[config.mk]
export PLATFORM = sky130hd
export DESIGN_NAME = attn_matrix_source
export DESIGN_NICKNAME = d
export VERILOG_FILES = /design/src/rtl/attn_matrix_source_pkg.sv /design/src/rtl/attn_operand_mem.sv /design/src/rtl/attn_matrix_source.sv
export SDC_FILE = /design/constraint.sdc
export NUM_CORES = 2
export LEC_CHECK = 0
export BUFFER_PORTS_ARGS = -buffer_cell sky130_fd_sc_hd__buf_2
export CAP_MARGIN = 20
export CORE_UTILIZATION = 45
export DETAILED_ROUTE_END_ITERATION = 8
export PLACE_DENSITY_LB_ADDON = 0.3
export SYNTH_ARGS = -nofsm -noshare
export SYNTH_HDL_FRONTEND = slang
export SYNTH_SLANG_ARGS = --single-unit
[constraint.sdc]
create_clock -name clk -period 4.1 [get_ports clk]
set_input_delay 0.41 -clock clk [delete_from_list [all_inputs] [get_ports clk]]
set_output_delay 0.41 -clock clk [all_outputs]
set_load 0.05 [all_outputs]
[src/rtl/attn_matrix_source_pkg.sv]
// Shared constants, load-select encodings and FSM state type for the
// attention matrix source block.
package attn_matrix_source_pkg;

    localparam int N_DEF       = 64;
    localparam int TIMEOUT_DEF = 250;
    localparam int IDX_W       = 7;
    localparam int ADDR_W      = 6;
    localparam int EL_W        = 4;
    localparam int RES_W       = 18;

    localparam logic [1:0] SEL_Q    = 2'd0;
    localparam logic [1:0] SEL_K    = 2'd1;
    localparam logic [1:0] SEL_V    = 2'd2;
    localparam logic [1:0] SEL_NONE = 2'd3;

    typedef enum logic [1:0] {
        ST_IDLE   = 2'd0,
        ST_STREAM = 2'd1,
        ST_WAIT   = 2'd2,
        ST_FINISH = 2'd3
    } state_t;

endpackage

[src/rtl/attn_operand_mem.sv]
// 64x4 operand store: one synchronous write port, one combinational read port.
// Contents are deliberately not reset.
module attn_operand_mem
    import attn_matrix_source_pkg::*;
(
    input  logic              clk,
    input  logic              we,
    input  logic [ADDR_W-1:0] wr_addr,
    input  logic [EL_W-1:0]   wr_data,
    input  logic [ADDR_W-1:0] rd_addr,
    output logic [EL_W-1:0]   rd_data
);

    logic [EL_W-1:0] mem [1<<ADDR_W];

    // write port
    always_ff @(posedge clk) begin
        if (we) begin
            mem[wr_addr] <= wr_data;
        end
    end

    assign rd_data = mem[rd_addr];

endmodule

[src/rtl/attn_matrix_source.sv]
// Streams Q/K/V operand matrices to the attention engine, then collects
// its results into a readable buffer with a first-result timeout.
//
// state     | meaning
// ----------+-----------------------------------------------------------
// ST_IDLE   | operand loads accepted, waiting for start
// ST_STREAM | en high, one element of Q/K/V presented per cycle
// ST_WAIT   | stream done, collecting results / watching for timeout
// ST_FINISH | one cycle: all results captured or timed out, back to idle
module attn_matrix_source
    import attn_matrix_source_pkg::*;
#(
    parameter int N           = N_DEF,
    parameter int TIMEOUT_CYC = TIMEOUT_DEF
) (
    input  logic              clk,
    input  logic              reset,
    input  logic              load_we,
    input  logic [1:0]        load_sel,
    input  logic [ADDR_W-1:0] load_addr,
    input  logic [EL_W-1:0]   load_data,
    input  logic              start,
    output logic              busy,
    output logic [EL_W-1:0]   matrix_q,
    output logic [EL_W-1:0]   matrix_k,
    output logic [EL_W-1:0]   matrix_v,
    output logic              en,
    input  logic              done,
    input  logic [RES_W-1:0]  answer,
    input  logic [ADDR_W-1:0] res_rd_addr,
    output logic [RES_W-1:0]  res_rd_data,
    output logic [IDX_W-1:0]  res_count,
    output logic              complete,
    output logic              timeout
);

    localparam int TO_W = $clog2(TIMEOUT_CYC + 1);
    localparam logic [IDX_W-1:0] N_IDX   = IDX_W'(N);
    localparam logic [TO_W-1:0]  TO_LAST = TO_W'(TIMEOUT_CYC - 1);

    state_t             state, state_nxt;
    logic [IDX_W-1:0]   index;
    logic [TO_W-1:0]    to_cnt;
    logic [ADDR_W-1:0]  rd_addr;
    logic [EL_W-1:0]    rd_q, rd_k, rd_v;
    logic [RES_W-1:0]   res_buf [1<<ADDR_W];
    logic               load_ok, done_acc, last_res, stream_last, to_hit;

    assign load_ok     = load_we && (state == ST_IDLE) && (load_sel != SEL_NONE);
    assign done_acc    = done && ((state == ST_STREAM) || (state == ST_WAIT)) && (res_count != N_IDX);
    assign last_res    = done_acc && (res_count == N_IDX - 7'd1);
    assign stream_last = (state == ST_STREAM) && (index == N_IDX);
    assign to_hit      = (state == ST_WAIT) && (res_count == '0) && !done_acc && (to_cnt == TO_LAST);

    // In idle the read port is parked on element 0 so the first element
    // is ready to register on the start edge.
    assign rd_addr = (state == ST_IDLE) ? '0 : index[ADDR_W-1:0];

    assign en          = (state == ST_STREAM);
    assign busy        = (state == ST_STREAM) || (state == ST_WAIT);
    assign res_rd_data = res_buf[res_rd_addr];

    attn_operand_mem u_mem_q (.clk(clk), .we(load_ok && (load_sel == SEL_Q)), .wr_addr(load_addr),
                              .wr_data(load_data), .rd_addr(rd_addr), .rd_data(rd_q));
    attn_operand_mem u_mem_k (.clk(clk), .we(load_ok && (load_sel == SEL_K)), .wr_addr(load_addr),
                              .wr_data(load_data), .rd_addr(rd_addr), .rd_data(rd_k));
    attn_operand_mem u_mem_v (.clk(clk), .we(load_ok && (load_sel == SEL_V)), .wr_addr(load_addr),
                              .wr_data(load_data), .rd_addr(rd_addr), .rd_data(rd_v));

    // state register
    always_ff @(posedge clk or negedge reset) begin
        if (!reset) begin
            state <= ST_IDLE;
        end else begin
            state <= state_nxt;
        end
    end

    // next-state decode
    always_comb begin
        state_nxt = state;
        case (state)
            ST_IDLE:   if (start) state_nxt = ST_STREAM;
            ST_STREAM: if (stream_last) state_nxt = ((res_count == N_IDX) || last_res) ? ST_FINISH : ST_WAIT;
            ST_WAIT:   if (last_res || (res_count == N_IDX) || to_hit) state_nxt = ST_FINISH;
            ST_FINISH: state_nxt = ST_IDLE;
            default:   state_nxt = ST_IDLE;
        endcase
    end

    // stream index, output registers, result count and status flags
    always_ff @(posedge clk or negedge reset) begin
        if (!reset) begin
            index     <= '0;
            to_cnt    <= '0;
            res_count <= '0;
            complete  <= 1'b0;
            timeout   <= 1'b0;
            matrix_q  <= '0;
            matrix_k  <= '0;
            matrix_v  <= '0;
        end else begin
            case (state)
                ST_IDLE: begin
                    if (start) begin
                        index     <= 7'd1;
                        to_cnt    <= '0;
                        res_count <= '0;
                        complete  <= 1'b0;
                        timeout   <= 1'b0;
                        matrix_q  <= rd_q;
                        matrix_k  <= rd_k;
                        matrix_v  <= rd_v;
                    end
                end
                ST_STREAM: begin
                    if (stream_last) begin
                        matrix_q <= '0;
                        matrix_k <= '0;
                        matrix_v <= '0;
                    end else begin
                        matrix_q <= rd_q;
                        matrix_k <= rd_k;
                        matrix_v <= rd_v;
                        index    <= index + 7'd1;
                    end
                end
                ST_WAIT: begin
                    if (to_hit) begin
                        timeout <= 1'b1;
                    end else if ((res_count == '0) && !done_acc) begin
                        to_cnt <= to_cnt + 1'b1;
                    end
                end
                default: ;
            endcase
            if (done_acc) begin
                res_count <= res_count + 7'd1;
                if (last_res) begin
                    complete <= 1'b1;
                end
            end
        end
    end

    // result capture; buffer is not reset so results survive until overwritten
    always_ff @(posedge clk) begin
        if (done_acc) begin
            res_buf[res_count[ADDR_W-1:0]] <= answer;
        end
    end

endmodule

==> qor_table.md <==
| Metric | Value |
| --- | --- |
| Outcome | completed |
| Element type at the critical path end | output pin |
| Final max-slew violation count | 0 |
| Avg Synthesized Cell Area | 19.4 um2 |
| Count of cells along the worst register-to-register path | 7 |
| Synth Instances | 3973 |
| Final GP Congestion | 0.850 |
| Antenna violations before repair | 11 |
| FMAX | 0.283 GHz |
| Wire length of the first global-routing pass | 278000 um |
| Setup Crit Path Kind | reg -> out |
| Number of synthesized flops with an enable pin | 1920 |
| Max_slew headroom | 0.192 |
| Core ar. | 170000 um2 |
| Top cells by area in the synthesized netlist | sky130_fd_sc_hd__edfxtp_1 75%, sky130_fd_sc_hd__mux4_2 11%, sky130_fd_sc_hd__mux2i_1 2.5% |
| Net Count, Synth | 4023 |
| Post-Syn Area | 77200 um2 |
| Library cell used as clock root buffer | sky130_fd_sc_hd__clkbuf_16 |
| Residual antenna-violating net count after detailed routing | 0 |
| Number of design rule violations left after detail routing | 0 |
| Worst endpoint data arrival time | 3.12 ns |
| Die X | 416 um |
| Number of buffers created by CTS | 187 |
| Final Hold Vio Count | 0 |
| Critical Path End | res_rd_data[2] |
| Floorplan die height | 416 um |
| Clk_lat worst skew | 0.82 ns |
| CTS Sinks | 1958 |
| Number of global-route vias before repair | 39641 |
| Main flop type after synthesis | sky130_fd_sc_hd__edfxtp_1 |
| Leakage power of the design | 28.5 nW |
| Synth top area share | 0.747 |
| Detailed placement HPWL | 113000 um |
| Required time reported for the critical path endpoint | 3.69 ns |
| Least-Margin Pin Slew | 1.21 ns |
| Total overflow reported by the global router | 0 |
| Tightest hold margin | 0.0779 ns |
| Final cycle utilization of the critical path | 0.861 |
| Worst reg2reg path endpoint | matrix_k[2] |
| Count of pins on the block boundary | 82 |
| RSZ-0062 raised after global routing | no |
| Peak supply drop | 436 uV |
| Net total in the final layout | 4231 |
| Setup_tns | 0 ns |
| Start of the worst register-to-register path | index[0] |
| Level count of the clock H-tree | 4 |
| Critical Path Start | res_buf[52][2] |
| Critical path startpoint category | flop |
| Clock transition time at the flip-flop clock pins of the worst setup and hold paths | 0.06 ns |
| Total Die Area | 173000 um2 |
| DR vias | 39538 |
| Async set-or-reset flop fraction in the synthesized netlist | 0.0194 |
| First-pass detailed-route iteration total | 8 |
| Pin count of the biggest net entering global routing | 126 |
| Commonest cells after routing, fill and taps aside | 1920 x sky130_fd_sc_hd__edfxtp_1, 386 x sky130_fd_sc_hd__mux4_2, 236 x sky130_fd_sc_hd__nor2_1 |
| Final setup violation count | 0 |
| Area growth from synthesis to layout | 13.2% |
| Final core utilization | 0.515 |
| Share of cells above drive strength 1 | 0.242 |
| GRT Total Usage | 0.222 |
| Number of vias per cell after detailed routing | 6.03 |
| Worst min-delay path category | in -> reg |
| Yosys Warn Count | 0 |
| Library cell occupying the most area in the post-synthesis netlist | sky130_fd_sc_hd__edfxtp_1 |
| Synth unique cells | 63 |
| Crit-path max FO | 1 |
| Skew final | 0.0246 ns |
| TritonCTS clock tree | done |
| Number of DRC markers after the initial detailed-route iteration | 4641 |
| Max-Cap Viols | 0 |
| #FFs+latches synth | 1958 |
| Most frequent standard cell in the layout excluding fill and tap cells | sky130_fd_sc_hd__edfxtp_1 |
| Initial Utilization | 0.455 |
| Total power per unit cell area | 497 nW/um2 |
| Average wire length per cell after detail routing | 29.4 um |
| Number of buffers inserted by port buffering | 81 |
| CTS Buffer Depth | 3 |
| Setup slack, reg-to-reg | 0.65 ns |
| Sequential fraction of the synthesis area | 0.759 |
| Rows | 151 |
| Final routed wirelength across all metal layers | 193000 um |
| Fin crit period | 3.53 ns |
==> state kept, by name, summed over array words and instances, names as in the netlist <==
signal / cells
matrix_k: 4
index: 7
state: 2
complete: 1
matrix_v: 4
matrix_q: 4
u_mem_k.mem: 256
to_cnt: 8
u_mem_v.mem: 256
u_mem_q.mem: 256
res_count: 7
timeout: 1
res_buf: 1152
==> stage by stage <==
stage	instance area (um2)	setup slack (ns)	total power, mW	std cells
2_1_floorplan	77200	0.812	25.2	3973
3_3_place_gp	81200	0.643	26.8	6197
3_5_place_dp	81200	0.650	26.8	6199
4_1_cts	87300	0.521	43.7	6546
5_1_grt	87400	0.507	44.6	6553
6_report	87400	0.568	43.4	6555
==> where the power goes <==
group          switching (mW)  leakage (nW)  internal, mW
sequential              0.243          17.8          22.3
combinational            2.58          7.81          1.33
clock                    7.32          2.93          9.67
==> worst max-delay path: stages, from the launching register on <==
cell and delay (ns):
sky130_fd_sc_hd__edfxtp_1 0.37, sky130_fd_sc_hd__mux4_2 0.45, sky130_fd_sc_hd__mux4_2 0.53, sky130_fd_sc_hd__mux2_2 0.36, sky130_fd_sc_hd__nand2_1 0.09, sky130_fd_sc_hd__o21ai_1 0.20
sky130_fd_sc_hd__buf_2 0.30
==> cell type report <==
cell class | count | area, um2
Clock buffer | 246 | 5080
Fill cell | 13293 | 82400
Multi-Input combinational cell | 1745 | 17700
Clock inverter | 97 | 942
Timing Repair Buffer | 267 | 2260
Tap cell | 2218 | 2780
Inverter | 22 | 82.6
Antenna cell | 2 | 5.00
Sequential cell | 1958 | 58600
==> cell families after synthesis <==
group                    count (synthesis)  synth area share
multiplexers                           619             0.143
adder cells (fa/ha/maj)                  9           0.00146
AO/OA/AOI/OAI                          490            0.0438
AND/OR/NAND/NOR                        619            0.0367
flip-flops                            1958             0.759
buffers and inverters                  270            0.0146
XOR/XNOR                                 8          0.000908
==> Yosys cell counts (20+ instances only) <==
cell type and n:
sky130_fd_sc_hd__a211oi_1 46, sky130_fd_sc_hd__a21oi_1 58, sky130_fd_sc_hd__a221oi_1 39, sky130_fd_sc_hd__a22oi_1 29, sky130_fd_sc_hd__a2bb2oi_1 21, sky130_fd_sc_hd__a311oi_1 20, sky130_fd_sc_hd__buf_2 63, sky130_fd_sc_hd__clkbuf_1 158
sky130_fd_sc_hd__dfrtp_1 38, sky130_fd_sc_hd__edfxtp_1 1920, sky130_fd_sc_hd__mux2_2 39, sky130_fd_sc_hd__mux2i_1 194, sky130_fd_sc_hd__mux4_2 386, sky130_fd_sc_hd__nand2_1 132, sky130_fd_sc_hd__nand2b_1 22, sky130_fd_sc_hd__nand3_1 21
sky130_fd_sc_hd__nor2_1 300, sky130_fd_sc_hd__nor2b_1 36, sky130_fd_sc_hd__o211ai_1 33, sky130_fd_sc_hd__o21ai_0 67, sky130_fd_sc_hd__o21ai_1 27, sky130_fd_sc_hd__o221ai_1 34, sky130_fd_sc_hd__o22ai_1 69
==> routing by layer <==
metal / routed length [um] / track usage
met4: 6850 / 0.0789
met3: 15100 / 0.0404
met5: 39 / 0
met1: 76100 / 0.299
met2: 94900 / 0.364
==> how the worst min path moves through the flow <==
| stage | start | to | slack, ns | cells past startpoint |
|---|---|---|---|---|
| floorplan | reset | complete | 0.11 | 0 |
| global placement | complete | complete | 0.46 | 1 |
| detailed placement | complete | complete | 0.46 | 1 |
| CTS | answer[6] | res_buf[35][6] | 0.03 | 1 |
| global route | answer[6] | res_buf[35][6] | 0.07 | 1 |
| finish | answer[5] | res_buf[35][5] | 0.08 | 1 |
==> timing repair <==
item,CTS,global route
setup buffers,0,0
resized for setup,0,0
hold buffers,4,2
hold endpoints to repair,56,16
(Power assumes the default switching activity.)
